[src/rtl/fft_arb_pkg.sv]
// Shared types and defaults for the FFT-side SDRAM arbiter.
package fft_arb_pkg;

    typedef enum logic [1:0] {ARB_IDLE, ARB_OWN0, ARB_OWN1} arb_state_t;

    typedef logic req_id_t;

    localparam int unsigned DEFAULT_ADDR_W   = 32;
    localparam int unsigned DEFAULT_DATA_W   = 32;
    localparam int unsigned DEFAULT_MAX_PEND = 8;
    localparam int unsigned DEFAULT_HOLD     = 64;

endpackage

[src/rtl/fft_sdram_arbiter_if.sv]
// Avalon-MM pipelined-read bus bundle; master drives commands, slave answers.
interface fft_sdram_arbiter_if #(
    parameter int unsigned ADDR_W = 32,
    parameter int unsigned DATA_W = 32
) ();

    logic [ADDR_W-1:0] address;
    logic              read;
    logic              write;
    logic [DATA_W-1:0] writedata;
    logic              waitrequest;
    logic [DATA_W-1:0] readdata;
    logic              readdatavalid;

    modport master (
        output address,
        output read,
        output write,
        output writedata,
        input  waitrequest,
        input  readdata,
        input  readdatavalid
    );

    modport slave (
        input  address,
        input  read,
        input  write,
        input  writedata,
        output waitrequest,
        output readdata,
        output readdatavalid
    );

endinterface

[src/rtl/fft_arb_id_fifo.sv]
// Issue-order FIFO of requester ids for outstanding reads; pointers carry a wrap bit.
module fft_arb_id_fifo
    import fft_arb_pkg::*;
#(
    parameter int unsigned DEPTH = DEFAULT_MAX_PEND
) (
    input  logic    clk,
    input  logic    rst,
    input  logic    push,
    input  logic    pop,
    input  req_id_t din,
    output req_id_t dout,
    output logic    full,
    output logic    empty
);

    localparam int unsigned AW = $clog2(DEPTH);

    logic [AW:0]      wptr_q, wptr_d;
    logic [AW:0]      rptr_q, rptr_d;
    logic [DEPTH-1:0] mem_q, mem_d;
    logic             do_push, do_pop;

    always_comb begin
        empty   = (wptr_q == rptr_q);
        full    = (wptr_q[AW] != rptr_q[AW]) && (wptr_q[AW-1:0] == rptr_q[AW-1:0]);
        do_push = push & ~full;
        do_pop  = pop & ~empty;
        mem_d   = mem_q;
        wptr_d  = wptr_q;
        rptr_d  = rptr_q;
        if (do_push) begin
            mem_d[wptr_q[AW-1:0]] = din;
            wptr_d = wptr_q + (AW+1)'(1);
        end
        if (do_pop) begin
            rptr_d = rptr_q + (AW+1)'(1);
        end
        dout = mem_q[rptr_q[AW-1:0]];
    end

    always_ff @(posedge clk) begin
        if (rst) begin
            wptr_q <= '0;
            rptr_q <= '0;
            mem_q  <= '0;
        end else begin
            wptr_q <= wptr_d;
            rptr_q <= rptr_d;
            mem_q  <= mem_d;
        end
    end

endmodule

[src/rtl/fft_sdram_arbiter.sv]
// Round-robin share of one SDRAM master port between two FFT requesters,
// with a bounded hold per grant and in-order routing of read returns.
module fft_sdram_arbiter
    import fft_arb_pkg::*;
#(
    parameter int unsigned ADDR_W   = DEFAULT_ADDR_W,
    parameter int unsigned DATA_W   = DEFAULT_DATA_W,
    parameter int unsigned MAX_PEND = DEFAULT_MAX_PEND,
    parameter int unsigned HOLD     = DEFAULT_HOLD
) (
    input  logic                clk,
    input  logic                rst,
    fft_sdram_arbiter_if.slave  req0,
    fft_sdram_arbiter_if.slave  req1,
    fft_sdram_arbiter_if.master m,
    output logic [1:0]          grant,
    output logic                err
);

    localparam int unsigned HOLD_W = $clog2(HOLD) + 1;
    localparam logic [HOLD_W-1:0] HOLD_LAST = HOLD_W'(HOLD - 1);

    arb_state_t        state_q, state_d;
    logic [HOLD_W-1:0] hold_q, hold_d;
    req_id_t           last_q, last_d;
    logic              err_q, err_d;

    req_id_t           owner_id;
    logic              own;
    logic [ADDR_W-1:0] o_addr;
    logic [DATA_W-1:0] o_wdata;
    logic              o_rd, o_wr, own_strobe, other_req;
    logic              strobe0, strobe1;
    logic              read_block, o_wait, accepted;
    logic              fifo_push, fifo_pop, fifo_full, fifo_empty;
    req_id_t           fifo_dout;

    fft_arb_id_fifo #(
        .DEPTH(MAX_PEND)
    ) u_id_fifo (
        .clk  (clk),
        .rst  (rst),
        .push (fifo_push),
        .pop  (fifo_pop),
        .din  (owner_id),
        .dout (fifo_dout),
        .full (fifo_full),
        .empty(fifo_empty)
    );

    // Owner command select and acceptance, shared by next-state and output logic.
    always_comb begin
        strobe0  = req0.read | req0.write;
        strobe1  = req1.read | req1.write;
        owner_id = req_id_t'(state_q == ARB_OWN1);
        own      = (state_q != ARB_IDLE);
        if (owner_id) begin
            o_addr    = req1.address;
            o_wdata   = req1.writedata;
            o_rd      = req1.read;
            o_wr      = req1.write;
            other_req = strobe0;
        end else begin
            o_addr    = req0.address;
            o_wdata   = req0.writedata;
            o_rd      = req0.read;
            o_wr      = req0.write;
            other_req = strobe1;
        end
        own_strobe = o_rd | o_wr;
        read_block = fifo_full & o_rd;
        o_wait     = m.waitrequest | read_block;
        accepted   = own & own_strobe & ~o_wait;
    end

    always_ff @(posedge clk) begin
        if (rst) begin
            state_q <= ARB_IDLE;
            hold_q  <= '0;
            last_q  <= 1'b1;
            err_q   <= 1'b0;
        end else begin
            state_q <= state_d;
            hold_q  <= hold_d;
            last_q  <= last_d;
            err_q   <= err_d;
        end
    end

    always_comb begin
        state_d = state_q;
        hold_d  = hold_q;
        last_d  = last_q;
        unique case (state_q)
            ARB_IDLE: begin
                hold_d = '0;
                if (strobe0 && strobe1) begin
                    state_d = last_q ? ARB_OWN0 : ARB_OWN1;
                end else if (strobe0) begin
                    state_d = ARB_OWN0;
                end else if (strobe1) begin
                    state_d = ARB_OWN1;
                end
            end
            ARB_OWN0, ARB_OWN1: begin
                if (accepted && hold_q != HOLD_LAST) begin
                    hold_d = hold_q + HOLD_W'(1);
                end
                // Only let go between commands so a stalled command is never withdrawn.
                if (other_req && (!own_strobe || (accepted && hold_q == HOLD_LAST))) begin
                    state_d = owner_id ? ARB_OWN0 : ARB_OWN1;
                    last_d  = owner_id;
                    hold_d  = '0;
                end else if (!own_strobe) begin
                    state_d = ARB_IDLE;
                    last_d  = owner_id;
                    hold_d  = '0;
                end
            end
            default: state_d = ARB_IDLE;
        endcase
    end

    always_comb begin
        m.address   = own ? o_addr : '0;
        m.writedata = own ? o_wdata : '0;
        m.read      = own & o_rd & ~fifo_full;
        m.write     = own & o_wr;

        req0.waitrequest = (state_q == ARB_OWN0) ? o_wait : 1'b1;
        req1.waitrequest = (state_q == ARB_OWN1) ? o_wait : 1'b1;

        fifo_push = accepted & o_rd;
        fifo_pop  = m.readdatavalid & ~fifo_empty;

        req0.readdatavalid = fifo_pop & (fifo_dout == 1'b0);
        req1.readdatavalid = fifo_pop & (fifo_dout == 1'b1);
        req0.readdata      = m.readdata;
        req1.readdata      = m.readdata;

        err_d = err_q | (m.readdatavalid & fifo_empty);
        err   = err_q;
        grant = {state_q == ARB_OWN1, state_q == ARB_OWN0};
    end

endmodule

[src/flat_wrapper.sv]
// flat-port wrapper written by rule: the top's interface ports become plain ports
module fft_sdram_arbiter_flat import fft_arb_pkg::*;
#(
    parameter int unsigned ADDR_W   = DEFAULT_ADDR_W,
    parameter int unsigned DATA_W   = DEFAULT_DATA_W,
    parameter int unsigned MAX_PEND = DEFAULT_MAX_PEND,
    parameter int unsigned HOLD     = DEFAULT_HOLD
)
  (clk, rst, grant, err, req0_address, req0_read, req0_write, req0_writedata, req0_waitrequest, req0_readdata, req0_readdatavalid, req1_address, req1_read, req1_write, req1_writedata, req1_waitrequest, req1_readdata, req1_readdatavalid, m_address, m_read, m_write, m_writedata, m_waitrequest, m_readdata, m_readdatavalid);
  fft_sdram_arbiter_if #(.ADDR_W(ADDR_W), .DATA_W(DATA_W)) req0_i ();
  fft_sdram_arbiter_if #(.ADDR_W(ADDR_W), .DATA_W(DATA_W)) req1_i ();
  fft_sdram_arbiter_if #(.ADDR_W(ADDR_W), .DATA_W(DATA_W)) m_i ();
  input  logic clk;
  input  logic rst;
  output logic [1:0] grant;
  output logic err;
  input wire logic [$bits(req0_i.address)-1:0] req0_address;
  input wire logic [$bits(req0_i.read)-1:0] req0_read;
  input wire logic [$bits(req0_i.write)-1:0] req0_write;
  input wire logic [$bits(req0_i.writedata)-1:0] req0_writedata;
  output wire logic [$bits(req0_i.waitrequest)-1:0] req0_waitrequest;
  output wire logic [$bits(req0_i.readdata)-1:0] req0_readdata;
  output wire logic [$bits(req0_i.readdatavalid)-1:0] req0_readdatavalid;
  input wire logic [$bits(req1_i.address)-1:0] req1_address;
  input wire logic [$bits(req1_i.read)-1:0] req1_read;
  input wire logic [$bits(req1_i.write)-1:0] req1_write;
  input wire logic [$bits(req1_i.writedata)-1:0] req1_writedata;
  output wire logic [$bits(req1_i.waitrequest)-1:0] req1_waitrequest;
  output wire logic [$bits(req1_i.readdata)-1:0] req1_readdata;
  output wire logic [$bits(req1_i.readdatavalid)-1:0] req1_readdatavalid;
  output wire logic [$bits(m_i.address)-1:0] m_address;
  output wire logic [$bits(m_i.read)-1:0] m_read;
  output wire logic [$bits(m_i.write)-1:0] m_write;
  output wire logic [$bits(m_i.writedata)-1:0] m_writedata;
  input wire logic [$bits(m_i.waitrequest)-1:0] m_waitrequest;
  input wire logic [$bits(m_i.readdata)-1:0] m_readdata;
  input wire logic [$bits(m_i.readdatavalid)-1:0] m_readdatavalid;
  assign req0_i.address = req0_address;
  assign req0_i.read = req0_read;
  assign req0_i.write = req0_write;
  assign req0_i.writedata = req0_writedata;
  assign req0_waitrequest = req0_i.waitrequest;
  assign req0_readdata = req0_i.readdata;
  assign req0_readdatavalid = req0_i.readdatavalid;
  assign req1_i.address = req1_address;
  assign req1_i.read = req1_read;
  assign req1_i.write = req1_write;
  assign req1_i.writedata = req1_writedata;
  assign req1_waitrequest = req1_i.waitrequest;
  assign req1_readdata = req1_i.readdata;
  assign req1_readdatavalid = req1_i.readdatavalid;
  assign m_address = m_i.address;
  assign m_read = m_i.read;
  assign m_write = m_i.write;
  assign m_writedata = m_i.writedata;
  assign m_i.waitrequest = m_waitrequest;
  assign m_i.readdata = m_readdata;
  assign m_i.readdatavalid = m_readdatavalid;
  fft_sdram_arbiter #(.ADDR_W(ADDR_W), .DATA_W(DATA_W), .MAX_PEND(MAX_PEND), .HOLD(HOLD)) u_core (.clk(clk), .rst(rst), .req0(req0_i), .req1(req1_i), .m(m_i), .grant(grant), .err(err));
endmodule
[config.mk]
export PLATFORM = sky130hd
export DESIGN_NAME = fft_sdram_arbiter_flat
export DESIGN_NICKNAME = d
export VERILOG_FILES = /design/src/rtl/fft_arb_pkg.sv /design/src/rtl/fft_sdram_arbiter_if.sv /design/src/rtl/fft_arb_id_fifo.sv /design/src/rtl/fft_sdram_arbiter.sv /design/src/flat_wrapper.sv
export SDC_FILE = /design/constraint.sdc
export NUM_CORES = 1
export LEC_CHECK = 0
export CAP_MARGIN = 20
export CELL_PAD_IN_SITES_DETAIL_PLACEMENT = 1
export CELL_PAD_IN_SITES_GLOBAL_PLACEMENT = 1
export CORE_UTILIZATION = 19
export CTS_BUF_LIST = sky130_fd_sc_hd__clkbuf_8 sky130_fd_sc_hd__clkbuf_16
export DETAILED_ROUTE_END_ITERATION = 8
export HOLD_SLACK_MARGIN = 0.15
export PLACE_DENSITY = 0.83
export SLEW_MARGIN = 20
export SYNTH_ARGS = -nofsm -noshare
export SYNTH_HDL_FRONTEND = slang
export SYNTH_SLANG_ARGS = --single-unit
[constraint.sdc]
create_clock -name clk -period 3.03 [get_ports clk]
set_input_delay 0.7575 -clock clk [delete_from_list [all_inputs] [get_ports clk]]
set_output_delay 0.7575 -clock clk [all_outputs]
set_load 0.02 [all_outputs]
# Yosys cells after proc, flatten, opt, wreduce, memory -nomap -nowiden
# Index checks and enable logic that the tools add are counted.
# word_totals
register_bits,27
latch_bits,0
ramBits,0
mem_bits_ro,0
input_bits,168
output_inout_bits,137
mem_count,0
# classes
add_sub_neg,3
multipliers,0
div,0
magnitude_cmp,3
eq_ne,11
shift,0
muxes,28
bitwise_logic,22
reduce_logical,15
# ops
cell,count
$mux W32,4
$mux W7,3
$mux W2,7
$pmux W7 S2,1
$and A1 B1 Y1,13
$mux W1,9
$add A4 B1 Y4 const B,2
$bwmux W8,1
$lt A3 B4 Y1 const B,2
$add A7 B1 Y7 const B,1
$eq A7 B6 Y1 const B,1
$ne A7 B6 Y1 const B,1
$logic_and A1 B1 Y1,6
$reduce_and A2 Y1,3
$or A1 B1 Y1,5
$eq A4 B4 Y1,1
$ne A4 B1 Y1 const B,1
$ne A4 B4 Y1 const B,1
$not A1 Y1,4
$pmux W2 S2,1
$reduce_bool A2 Y1,2
$bmux W1 S3,1
$demux W1 S3,1
$eq A3 B3 Y1,1
other kinds (10),10

# Longest topological paths before layout
# logic_depth
word_depth,11
mapped_depth,9
depth_no_buf,8

# Cells and area by module
# From an unflattened synthesis, not the netlist that was laid out.
# unflattened
hier_cells,418
hier_area_um2,3293.2
# by_module_without_submodules
module,instances,cells_each,area_per_inst_um2
fft_sdram_arbiter,1,317,2294.7
fft_arb_id_fifo,1,101,998.5

# Worst setup path after synthesis
# Ideal clock, no wire load.
# synth_path
kind,register to output
startpoint,reg u_core.state_q[0]
endpoint,out m_address[18]
t_arrival_ns,2.049
t_required_ns,2.273
setup_slack_ns,0.224
stages_incl_launch_ff,8
cell_sequence,dfxtp_1 > inv_1 > ha_1 > clkbuf_1 > buf_2 > buf_1 > mux2i_1 > nor2_1
# synth_via
elab_chain_cells,3
# synth_rtl
item,line_no,text
"start, declared",fft_sdram_arbiter.sv:23,"arb_state_t state_q, state_d;"
"start signal, assigned",fft_sdram_arbiter.sv:83,state_q <= state_d;
$eq A2 B2 Y1,fft_sdram_arbiter.sv:55,owner_id = req_id_t'(state_q == ARB_OWN1);
net u_core.owner_id,fft_sdram_arbiter.sv:28,req_id_t owner_id;
$mux W32,fft_sdram_arbiter.sv:57,if (owner_id) begin
$mux W32,fft_sdram_arbiter.sv:125,m.address = own ? o_addr : '0;
"end, declared",flat_wrapper.sv:31,output wire logic [$bits(m_i.address)-1:0] m_address;
# The timed path passes the listed nets, and every way through them passes these cells.

# Worst setup path after layout
# layout_path
startpoint,in req0_read
endpoint,out m_read
# layout_via
elab_chain_cells,3
# layout_rtl
item,line_no,text
"start, declared",flat_wrapper.sv:18,input wire logic [$bits(req0_i.read)-1:0] req0_read;
$mux W1,fft_sdram_arbiter.sv:57,
$and A1 B1 Y1 (2 in series),fft_sdram_arbiter.sv:127,m.read = own & o_rd & ~fifo_full;
"end, declared",flat_wrapper.sv:32,output wire logic [$bits(m_i.read)-1:0] m_read;
# Every way passes these cells.

==> impl_metrics.env <==
export IMPL_status="finished clean"
export IMPL_yosysWarnings=0
export IMPL_hold_violations=0
export IMPL_slowest_stage="clkdlybuf4s50_1"
export IMPL_crit_arrival_ps=2190
export IMPL_grt_use_total_pct=13.2
export IMPL_p_sw_share_pct=41.5
export IMPL_cts_tree="yes"
export IMPL_clock_path_buffers=2
export IMPL_routed_wl_mm=11.9
export IMPL_crit_top_cell="clkdlybuf4s50_1"
export IMPL_crit_required_ps=2270
export IMPL_power_density_mw_per_mm2=432
export IMPL_avgRoutedWirePerCell_um=15.6
export IMPL_ys_seq_area_share_pct=17.3
export IMPL_crit_path_start_kind="input port"
export IMPL_relSlewSlack_pct=72.1
export IMPL_cts_root_buf="clkbuf_16"
export IMPL_rows=46
export IMPL_dp_cells=754
export IMPL_r2r_slack_ps=540
export IMPL_synth_cell_type_count=47
export IMPL_clk_pin_slew_ps=70
export IMPL_reg2reg_from="u_core.state_q[0]$_SDFFE_PP0P_"
export IMPL_dp_hpwl_mm=9.86
export IMPL_overflow=0
export IMPL_syn_inst=395
export IMPL_worst_slew_pin_slew_ps=418
export IMPL_cts_buffers_inserted=3
export IMPL_skew_ps=7.81
export IMPL_ant_nets=0
export IMPL_port_buffer_count=208
export IMPL_drv_slew=0
export IMPL_num_antenna_cells=0
export IMPL_io_pins=305
export IMPL_synthTopCellsByCount="nor2_1 (93), mux2i_1 (78), buf_4 (66)"
export IMPL_cap_viol_max_count=0
export IMPL_power_share_clock_pct=13.9
export IMPL_drive_gt1_share_pct=9.34
export IMPL_grt_max_degree=45
export IMPL_drc=0
export IMPL_dieArea_mm2=0.0169
export IMPL_num_fill_cells=1902
export IMPL_leakage_nw=1.85
export IMPL_synth_main_ff_cell="dfxtp_1"
export IMPL_yosys_top_cells_area="mux2i_1 (25%), dfxtp_1 (17%), buf_4 (16%)"
export IMPL_synth_edf_count=0
export IMPL_synth_top_cell_by_area="mux2i_1"
export IMPL_grt_first_pass_wirelength_mm=17.5
export IMPL_finalCriticalPeriod_ps=2940
export IMPL_antenna_found_initial=0
export IMPL_fin_crit_sh_pct=97.1
export IMPL_end_kind="output port"
export IMPL_path_cells="clkdlybuf4s50_1 -> mux2i_1 -> nor3_1 -> clkdlybuf4s50_1"
export IMPL_p_int_mw=1.31
export IMPL_vdd_ir_drop_max_uv=176
export IMPL_cts_hold_repair_buffers=0
export IMPL_cp_slowest_stage_delay_ps=630
export IMPL_crit_fanout=3
export IMPL_final_util_pct=32.6
export IMPL_core_area_mm2=0.0159
export IMPL_gp_congestion=0.775
export IMPL_vias=3267
export IMPL_hold_class="reg -> reg"
export IMPL_routed_via_density=4.29
export IMPL_die_h_um=130
export IMPL_start_util_pct=19.6
export IMPL_synth_area_mm2=0.00312
export IMPL_tns_ps=0
export IMPL_grt_pass1_vias=3225
export IMPL_worst_setup_path_type="in -> out"
export IMPL_synth_net_count=570
export IMPL_fmax_mhz=340
export IMPL_power_switching_uw=934
export IMPL_startpoint="req0_read"
export IMPL_firstDrtPassIters=4
export IMPL_async_reset_ff_share_pct=0
export IMPL_avgSynthCellArea_um2=7.90
export IMPL_seq_power_share_pct=17.3
export IMPL_min_delay_start="u_core.err$_SDFF_PP0_"
export IMPL_htree_levels=1
export IMPL_power_frac_comb_pct=68.8
export IMPL_fin_nets=722
export IMPL_critPathTopFamily="buffers and inverters"
export IMPL_drt_iter0_markers=63
export IMPL_instances_no_fill=762
export IMPL_clkLatencyLatePin_ps=270
export IMPL_synth_top_cell_area_share_pct=25.0
export IMPL_critPathBufInv=2
export IMPL_syn2layout_area_growth_pct=66.7
export IMPL_synth_seq_cells=27
export IMPL_synth_most_common_cell="nor2_1"
export IMPL_cts_num_sinks=27
export IMPL_finalSetupViolations=0
export IMPL_die_w_um=130
-- per-layer routing --
metal | wire [µm] | up-vias | part of all wire [%] | track usage [%]
met5 | 0 | - | 0 | 0
met4 | 328 | 0 | 2.8 | 4.92
met3 | 860 | 31 | 7.2 | 2.79
met2 | 5980 | 117 | 50 | 24.2
met1 | 4710 | 1530 | 40 | 14.9
li1 | - | 1589 | - | -
-- worst reg2reg max path, stage by stage, from the launching register on --
cell and delay [ps]:
dfxtp_1 390, inv_1 110, ha_4 250, buf_4 160, mux2i_1 120, buf_4 150, o2111a_2 290, or3_4 400
or4_4 490, o211ai_2 70
-- layout make-up --
cell class,instances,area (µm²),share of cell area [%]
clock inverters,1,3.75,0.0721
multi-input cells,272,1960,37.7
repair buffers,236,2320,44.7
clock buffers,3,75.1,1.44
flip-flops and latches,27,541,10.4
well taps,216,270,5.19
inverters,7,26.3,0.505
-- path summary, 6_finish.rpt --
kind / endpoint / cells past startpoint
worst min-delay path: u_core.err$_SDFF_PP0_ / 2
worst max register to register: u_core.hold_q[5]$_SDFFE_PP0P_ / 9
worst min register to register: u_core.err$_SDFF_PP0_ / 2
worst max-delay path: m_read / 4
-- cells by family (layout without fill, tap and decap cells) --
group / Yosys count / in the layout / synth area share [%]
flip-flops: 27 / 27 / 17.3
buffers and inverters: 96 / 247 / 20.5
AO/OA/AOI/OAI: 34 / 34 / 7.21
adder cells (fa/ha/maj): 7 / 7 / 2.81
XOR/XNOR: 9 / 9 / 4.33
AND/OR/NAND/NOR: 140 / 140 / 20.7
multiplexers: 82 / 82 / 27.2
-- state kept, by name (all words and copies together) (netlist names) --
| name | flops |
|---|---|
| u_core.err | 1 |
| u_core.hold_q | 7 |
| u_core.last_q | 1 |
| u_core.u_id_fifo.wptr_q | 4 |
| u_core.state_q | 2 |
| u_core.u_id_fifo.mem_q | 8 |
| u_core.u_id_fifo.rptr_q | 4 |
-- stage by stage --
step | hold WS (ps) | area (µm²) | total power [mW] | setup slack [ps]
floorplan | 452 | 3120 | 1.29 | 224
global placement | 464 | 5080 | 1.93 | 35.6
detailed placement | 474 | 5080 | 1.95 | 9.23
CTS | 493 | 5190 | 2.28 | 5.77
global route | 505 | 5200 | 2.38 | -4.26
finish | 489 | 5200 | 2.25 | 87.2
-- layout by cell type, fill, tap and decap left out, types with 3 or more instances in the layout --
cell type          n
nand4_1            3
nor3_1             8
nand3_1            7
o21ai_0            7
a21oi_1           10
xnor2_4            3
nand4b_1           4
clkdlybuf4s50_1  205
xor2_1             5
a31oi_1            5
mux2i_1           76
dfxtp_1           27
nand2_1            8
inv_1              8
ha_1               5
nand3b_1           3
buf_4             25
clkbuf_16          3
nor2_1            93
-- power by group through the flow --
| stage | sequential [mW] | clock [mW] | combinational (mW) |
|---|---|---|---|
| after detailed placement | 0.397 | 0 | 1.55 |
| after floorplan | 0.390 | 0 | 0.895 |
| after global placement | 0.396 | 0 | 1.53 |
| final | 0.389 | 0.313 | 1.55 |
| after CTS | 0.389 | 0.316 | 1.57 |
| after global routing | 0.391 | 0.331 | 1.66 |
-- timing repair --
item	CTS	global route
buffers inserted	4	0
setup endpoints to repair	8	5
gates resized for setup	1	5
Note: power is estimated with default switching activity, not from simulation.
